File: src/rtl/rr_arb_pkg.sv
// Shared constants for the round-robin lock arbiter: FSM state encodings and
// width helpers used to size the owner index and the hold counter.
package rr_arb_pkg;

   typedef logic [1:0] state_t;

   localparam state_t ST_IDLE  = 2'd0;
   localparam state_t ST_GRANT = 2'd1;
   localparam state_t ST_GAP   = 2'd2;

   function automatic int idx_width(input int n);
      return (n < 2) ? 1 : $clog2(n);
   endfunction

   // Counter must hold MAX_HOLD itself; a disabled timeout still needs one bit.
   function automatic int cnt_width(input int max_hold);
      return (max_hold < 1) ? 1 : $clog2(max_hold + 1);
   endfunction

endpackage

File: src/rtl/rr_priority_pick.sv
// Rotating find-first: returns the first set req bit after last_ptr,
// wrapping from NUM_REQ-1 back to 0, so last_ptr itself is searched last.
module rr_priority_pick
   import rr_arb_pkg::*;
#(
   parameter int NUM_REQ = 4,
   parameter int IDX_W   = 2
) (
   input  logic [NUM_REQ-1:0] req,
   input  logic [IDX_W-1:0]   last_ptr,
   output logic               found,
   output logic [IDX_W-1:0]   winner_idx
);

   logic [IDX_W-1:0] w_cand;

   // Walk the candidates farthest-first so the nearest set bit is written last.
   always_comb begin
      int pos;
      found      = 1'b0;
      winner_idx = {IDX_W{1'b0}};
      w_cand     = {IDX_W{1'b0}};
      pos        = 0;
      for (int k = NUM_REQ; k >= 1; k--) begin
         pos = int'(last_ptr) + k;
         if (pos >= NUM_REQ) begin
            pos = pos - NUM_REQ;
         end else begin
            pos = pos;
         end
         w_cand = IDX_W'(pos);
         if (req[w_cand]) begin
            found      = 1'b1;
            winner_idx = w_cand;
         end else begin
            found      = found;
            winner_idx = winner_idx;
         end
      end
   end

endmodule

File: src/rtl/rr_lock_arbiter.sv
// Round-robin arbiter for a single-owner resource: the owner keeps the grant
// while requesting, bounded by MAX_HOLD when others wait, with one dead cycle between owners.
module rr_lock_arbiter
   import rr_arb_pkg::*;
#(
   parameter  int NUM_REQ  = 4,
   parameter  int MAX_HOLD = 8,
   localparam int IDX_W    = idx_width(NUM_REQ)
) (
   input  logic               clock,
   input  logic               reset,
   input  logic [NUM_REQ-1:0] req,
   output logic [NUM_REQ-1:0] grant,
   output logic               grant_valid,
   output logic [IDX_W-1:0]   grant_idx,
   output logic               preempt
);

   localparam int                 CNT_W    = cnt_width(MAX_HOLD);
   localparam logic [CNT_W-1:0]   MAX_C    = CNT_W'(MAX_HOLD);
   localparam logic [CNT_W-1:0]   CNT_ONE  = CNT_W'(1);
   localparam logic [IDX_W-1:0]   PTR_INIT = IDX_W'(NUM_REQ - 1);
   localparam logic [NUM_REQ-1:0] ONE_HOT0 = NUM_REQ'(1);

   state_t             r_state;
   logic [CNT_W-1:0]   r_hold_cnt;
   logic [IDX_W-1:0]   r_last_ptr;
   logic [NUM_REQ-1:0] r_grant;
   logic               r_grant_valid;
   logic [IDX_W-1:0]   r_grant_idx;
   logic               r_preempt;

   state_t             w_state_nxt;
   logic [CNT_W-1:0]   w_cnt_nxt;
   logic [IDX_W-1:0]   w_ptr_nxt;
   logic [NUM_REQ-1:0] w_grant_nxt;
   logic [IDX_W-1:0]   w_idx_nxt;
   logic               w_preempt_nxt;
   logic               w_found;
   logic [IDX_W-1:0]   w_winner;
   logic [NUM_REQ-1:0] w_others;

   rr_priority_pick #(
      .NUM_REQ (NUM_REQ),
      .IDX_W   (IDX_W)
   ) u_pick (
      .req        (req),
      .last_ptr   (r_last_ptr),
      .found      (w_found),
      .winner_idx (w_winner)
   );

   assign w_others = req & ~r_grant;

   // Next-state, hold counter and next output values for the three-state FSM.
   always_comb begin
      w_state_nxt   = r_state;
      w_cnt_nxt     = r_hold_cnt;
      w_ptr_nxt     = r_last_ptr;
      w_grant_nxt   = r_grant;
      w_idx_nxt     = r_grant_idx;
      w_preempt_nxt = 1'b0;
      case (r_state)
         ST_IDLE, ST_GAP: begin
            if (w_found) begin
               w_state_nxt = ST_GRANT;
               w_grant_nxt = ONE_HOT0 << w_winner;
               w_idx_nxt   = w_winner;
               w_ptr_nxt   = w_winner;
               w_cnt_nxt   = CNT_ONE;
            end else begin
               w_state_nxt = ST_IDLE;
               w_grant_nxt = {NUM_REQ{1'b0}};
            end
         end
         ST_GRANT: begin
            // Release wins over timeout, so a simultaneous drop never pulses preempt.
            if (!req[r_grant_idx]) begin
               w_state_nxt = ST_GAP;
               w_grant_nxt = {NUM_REQ{1'b0}};
            end else if ((MAX_HOLD != 0) && (r_hold_cnt == MAX_C) && (|w_others)) begin
               w_state_nxt   = ST_GAP;
               w_grant_nxt   = {NUM_REQ{1'b0}};
               w_preempt_nxt = 1'b1;
            end else if (r_hold_cnt < MAX_C) begin
               w_cnt_nxt = r_hold_cnt + CNT_ONE;
            end else begin
               w_cnt_nxt = r_hold_cnt;
            end
         end
         default: begin
            w_state_nxt = ST_IDLE;
            w_grant_nxt = {NUM_REQ{1'b0}};
         end
      endcase
   end

   // State and registered outputs; reset leaves requester 0 first in line.
   always_ff @(posedge clock or negedge reset) begin
      if (!reset) begin
         r_state       <= ST_IDLE;
         r_hold_cnt    <= {CNT_W{1'b0}};
         r_last_ptr    <= PTR_INIT;
         r_grant       <= {NUM_REQ{1'b0}};
         r_grant_valid <= 1'b0;
         r_grant_idx   <= {IDX_W{1'b0}};
         r_preempt     <= 1'b0;
      end else begin
         r_state       <= w_state_nxt;
         r_hold_cnt    <= w_cnt_nxt;
         r_last_ptr    <= w_ptr_nxt;
         r_grant       <= w_grant_nxt;
         r_grant_valid <= |w_grant_nxt;
         r_grant_idx   <= w_idx_nxt;
         r_preempt     <= w_preempt_nxt;
      end
   end

   assign grant       = r_grant;
   assign grant_valid = r_grant_valid;
   assign grant_idx   = r_grant_idx;
   assign preempt     = r_preempt;

endmodule

File: config.mk
export PLATFORM = sky130hd
export DESIGN_NAME = rr_lock_arbiter
export DESIGN_NICKNAME = d
export VERILOG_FILES = /design/src/rtl/rr_arb_pkg.sv /design/src/rtl/rr_priority_pick.sv /design/src/rtl/rr_lock_arbiter.sv
export SDC_FILE = /design/constraint.sdc
export NUM_CORES = 1
export LEC_CHECK = 0
export ABC_AREA = 1
export BUFFER_PORTS_ARGS = -buffer_cell sky130_fd_sc_hd__buf_4
export CAP_MARGIN = 20
export CELL_PAD_IN_SITES_DETAIL_PLACEMENT = 1
export CELL_PAD_IN_SITES_GLOBAL_PLACEMENT = 1
export CORE_UTILIZATION = 43
export DETAILED_ROUTE_END_ITERATION = 7
export PLACE_DENSITY_LB_ADDON = 0.12
export SLEW_MARGIN = 20
export SYNTH_ARGS = -nofsm -noshare
export SYNTH_HDL_FRONTEND = slang
export SYNTH_SLANG_ARGS = --single-unit
File: constraint.sdc
create_clock -name clock -period 2.7 [get_ports clock]
set_input_delay 0 -clock clock [delete_from_list [all_inputs] [get_ports clock]]
set_output_delay 0 -clock clock [all_outputs]
set_load 0.01 [all_outputs]
==> results.txt <==
Syn avg cell area = 7.277 um2
Gpl congestion = 0.8323
Commonest cells after routing, fill and taps aside = nand2_1, inv_1, dfrtp_1, nand3_1, buf_4
Kind of critical path = register to register
Synthesis-stage register bit count = 16
R2R depth = 11
TritonCTS Buffers = 3
Clock Pin Slew Worst Setup and Hold Paths = 0.10 ns
ANT nets after route = 0
Combinational share of power = 0.577
Final Cycle Share = 0.6736
Die height = 49.98 um
Critical Path End Type = register
Clock Latency Late Sink = 0.29 ns
Final net count = 162
Clk pwr share = 0.099
Total GRT Usage = 0.2498
Final Cell Area = 0.001147 mm2
Reg2reg end = grant_valid$_DFF_PN0_
RSZ-0062 raised after global routing = no
First-pass iteration count of the detailed router = 4
DP Area = 0.001111 mm2
First-pass GRT wire length = 4567 um
Critical R2R Launch = r_last_ptr[0]$_DFFE_PN1P_
Cell depth of the worst hold path = 4
Peak supply drop = 0.0006408 V
Die Width = 49.98 um
Initial antenna violation count = 0
Via/cell ratio = 5.403
FP Rows = 17
Top post-synthesis cells by area = dfrtp_1, nand2_1, nand3_1
N_diodes = 0
Final period demand of the worst path = 1.819 ns
Measured slew at the worst slew-check pin = 0.4899 ns
# H-tree levels = 1
Pwr dens = 1184 mW/mm2
Final Max Tran Viols = 0
Area leader, netlist = dfrtp_1
Iteration-0 DRC Markers = 14
I/O Buffers = 13
Die area = 0.002498 mm2
DP Wirelength = 2068 um
Final worst setup slack = 0.8812 ns
Detail-routed net length per standard cell = 14.54 um
Largest net degree at the start of global routing = 17
Switch share = 0.5029
Final cell count without fillers = 181
Max FO, Critical Path = 11
CP Launch Type = register
CTS tree = done
Clk sinks = 16
Max Root-Sink Buffers = 2
Final Hold Fails = 0
Setup TNS = 0 ns
DRC viols = 0
Slew headroom = 0.6712
Total Power Consumption = 1.358 mW
Synth warn = 0
Core Area = 0.002191 mm2
Max frequency = 549.8 MHz
Worst path arrival time = 2.01 ns
CTS resizes = 0
Reg power frac = 0.324
Hold Path Class = input pin to register
Io pins = 14
Vias in the first global route = 991
Max Cap Violations = 0
Area Growth Syn to Fin = 15.93%
Hold path startpoint = req[0]
Layout cells sized above 1 = 0.2484
Grt total ovfl = 0
Mapped cell area = 989.7 um2
Post-layout util = 0.5237
Placed cells = 176
Worst-case clock skew = 0.006701 ns
Post-synth top area share = 0.3540
Run status = finished clean
R2r setup slk = 0.88 ns
Switch Pwr = 683.2 uW
Synth cell types = 23
Routed via count = 978
Dpl ws = 0.8804 ns
Final setup fails = 0
Worst EP required = 2.89 ns
Internal power = 675.2 uW
Sequential area share after synthesis = 0.4071
Initial Util = 0.4517
Synthesized instance count = 136
Worst Hold Endpoint = r_state[1]$_DFFE_PN0P_
Commonest non-fill, non-tap cell in the layout = nand2_1
Lkg Pwr = 0.6270 nW
Root buffer selected by CTS = clkbuf_4
Syn nets = 144
# fillers = 294
Hold Slack = 0.06826 ns
DRT Wirelength = 2632 um
==> worst max-delay path, stage by stage (launching register included) <==
cell and delay, ns:
dfstp_2 0.68, inv_2 0.13, nand2_1 0.11, nand2_1 0.08, nand2_1 0.08, nand2_2 0.05, nand2_2 0.07, nand3_1 0.14
nand3_1 0.14, nand2_1 0.09, nor2_1 0.10, nand2_1 0.06
==> worst max path at each step <==
stage                     cells after the start                      start                    end  slack (ns)
after floorplan                              12  r_last_ptr[0]$_DFFE_PN1P_  grant_valid$_DFF_PN0_        1.23
after global placement                       11  r_last_ptr[0]$_DFFE_PN1P_  grant_valid$_DFF_PN0_        0.97
after detailed placement                     11  r_last_ptr[0]$_DFFE_PN1P_  grant_valid$_DFF_PN0_        0.88
after CTS                                    11  r_last_ptr[0]$_DFFE_PN1P_  grant_valid$_DFF_PN0_        0.88
after global routing                         11  r_last_ptr[0]$_DFFE_PN1P_  grant_valid$_DFF_PN0_        0.68
final                                        11  r_last_ptr[0]$_DFFE_PN1P_  grant_valid$_DFF_PN0_        0.88
==> logic make-up (layout without fill, tap and decap cells) <==
| group | Yosys count | after routing | share of synthesized area |
|---|---|---|---|
| adder cells (fa/ha/maj) | 2 | 2 | 0.02528 |
| flip-flops | 16 | 16 | 0.4071 |
| AO/OA/AOI/OAI | 15 | 15 | 0.08723 |
| AND/OR/NAND/NOR | 84 | 84 | 0.4008 |
| buffers and inverters | 19 | 36 | 0.07964 |
==> registers in the layout (all words and copies together), names as in the netlist <==
signal and count:
grant_idx 2, preempt 1, r_last_ptr 2, grant 4, r_state 2, r_hold_cnt 4
grant_valid 1
==> cells in the mapped netlist <==
cell type,number
nand2_4,1
or2_2,1
nand2_2,10
o21ai_2,1
a21boi_0,1
dfstp_2,2
o21ai_1,2
ha_1,2
o22ai_1,2
nor2_1,7
nand4_1,3
nand3_2,3
a21oi_1,3
inv_1,15
o21ai_0,5
nor2_2,1
inv_2,3
nand2_1,44
nand3_1,13
o211ai_1,1
nor3_1,1
buf_6,1
dfrtp_1,14
==> power by group through the flow <==
stage,Combinational [mW],Sequential (mW),Clock [mW]
after floorplan,0.577,0.421,0
after global placement,0.746,0.435,0
after detailed placement,0.786,0.442,0
after CTS,0.790,0.437,0.135
after global routing,0.900,0.452,0.151
final,0.784,0.441,0.134
==> layer usage <==
layer  vias up  wire length, um  part of all wire  GRT usage
met5         -                0                 0          0
met4         0               37             0.014    0.08095
met3         4              124             0.047    0.07407
met2        29             1216              0.46     0.3896
met1       474             1253              0.48     0.3282
li1        471                -                 -          -
==> cell type report <==
type | instances | area [um2] | area share
Timing Repair Buffer | 14 | 107.6 | 0.09378
Sequential cell | 16 | 402.9 | 0.3511
Multi-Input combinational cell | 101 | 508.0 | 0.4427
Inverter | 18 | 67.56 | 0.05889
Tap cell | 28 | 35.03 | 0.03053
Clock buffer | 4 | 26.28 | 0.02290
==> timing repair <==
item	CTS	global route
hold buffers	1	0
setup buffers	0	0
hold endpoints to repair	16	0
setup endpoints to repair	0	0
(Power assumes the default switching activity.)
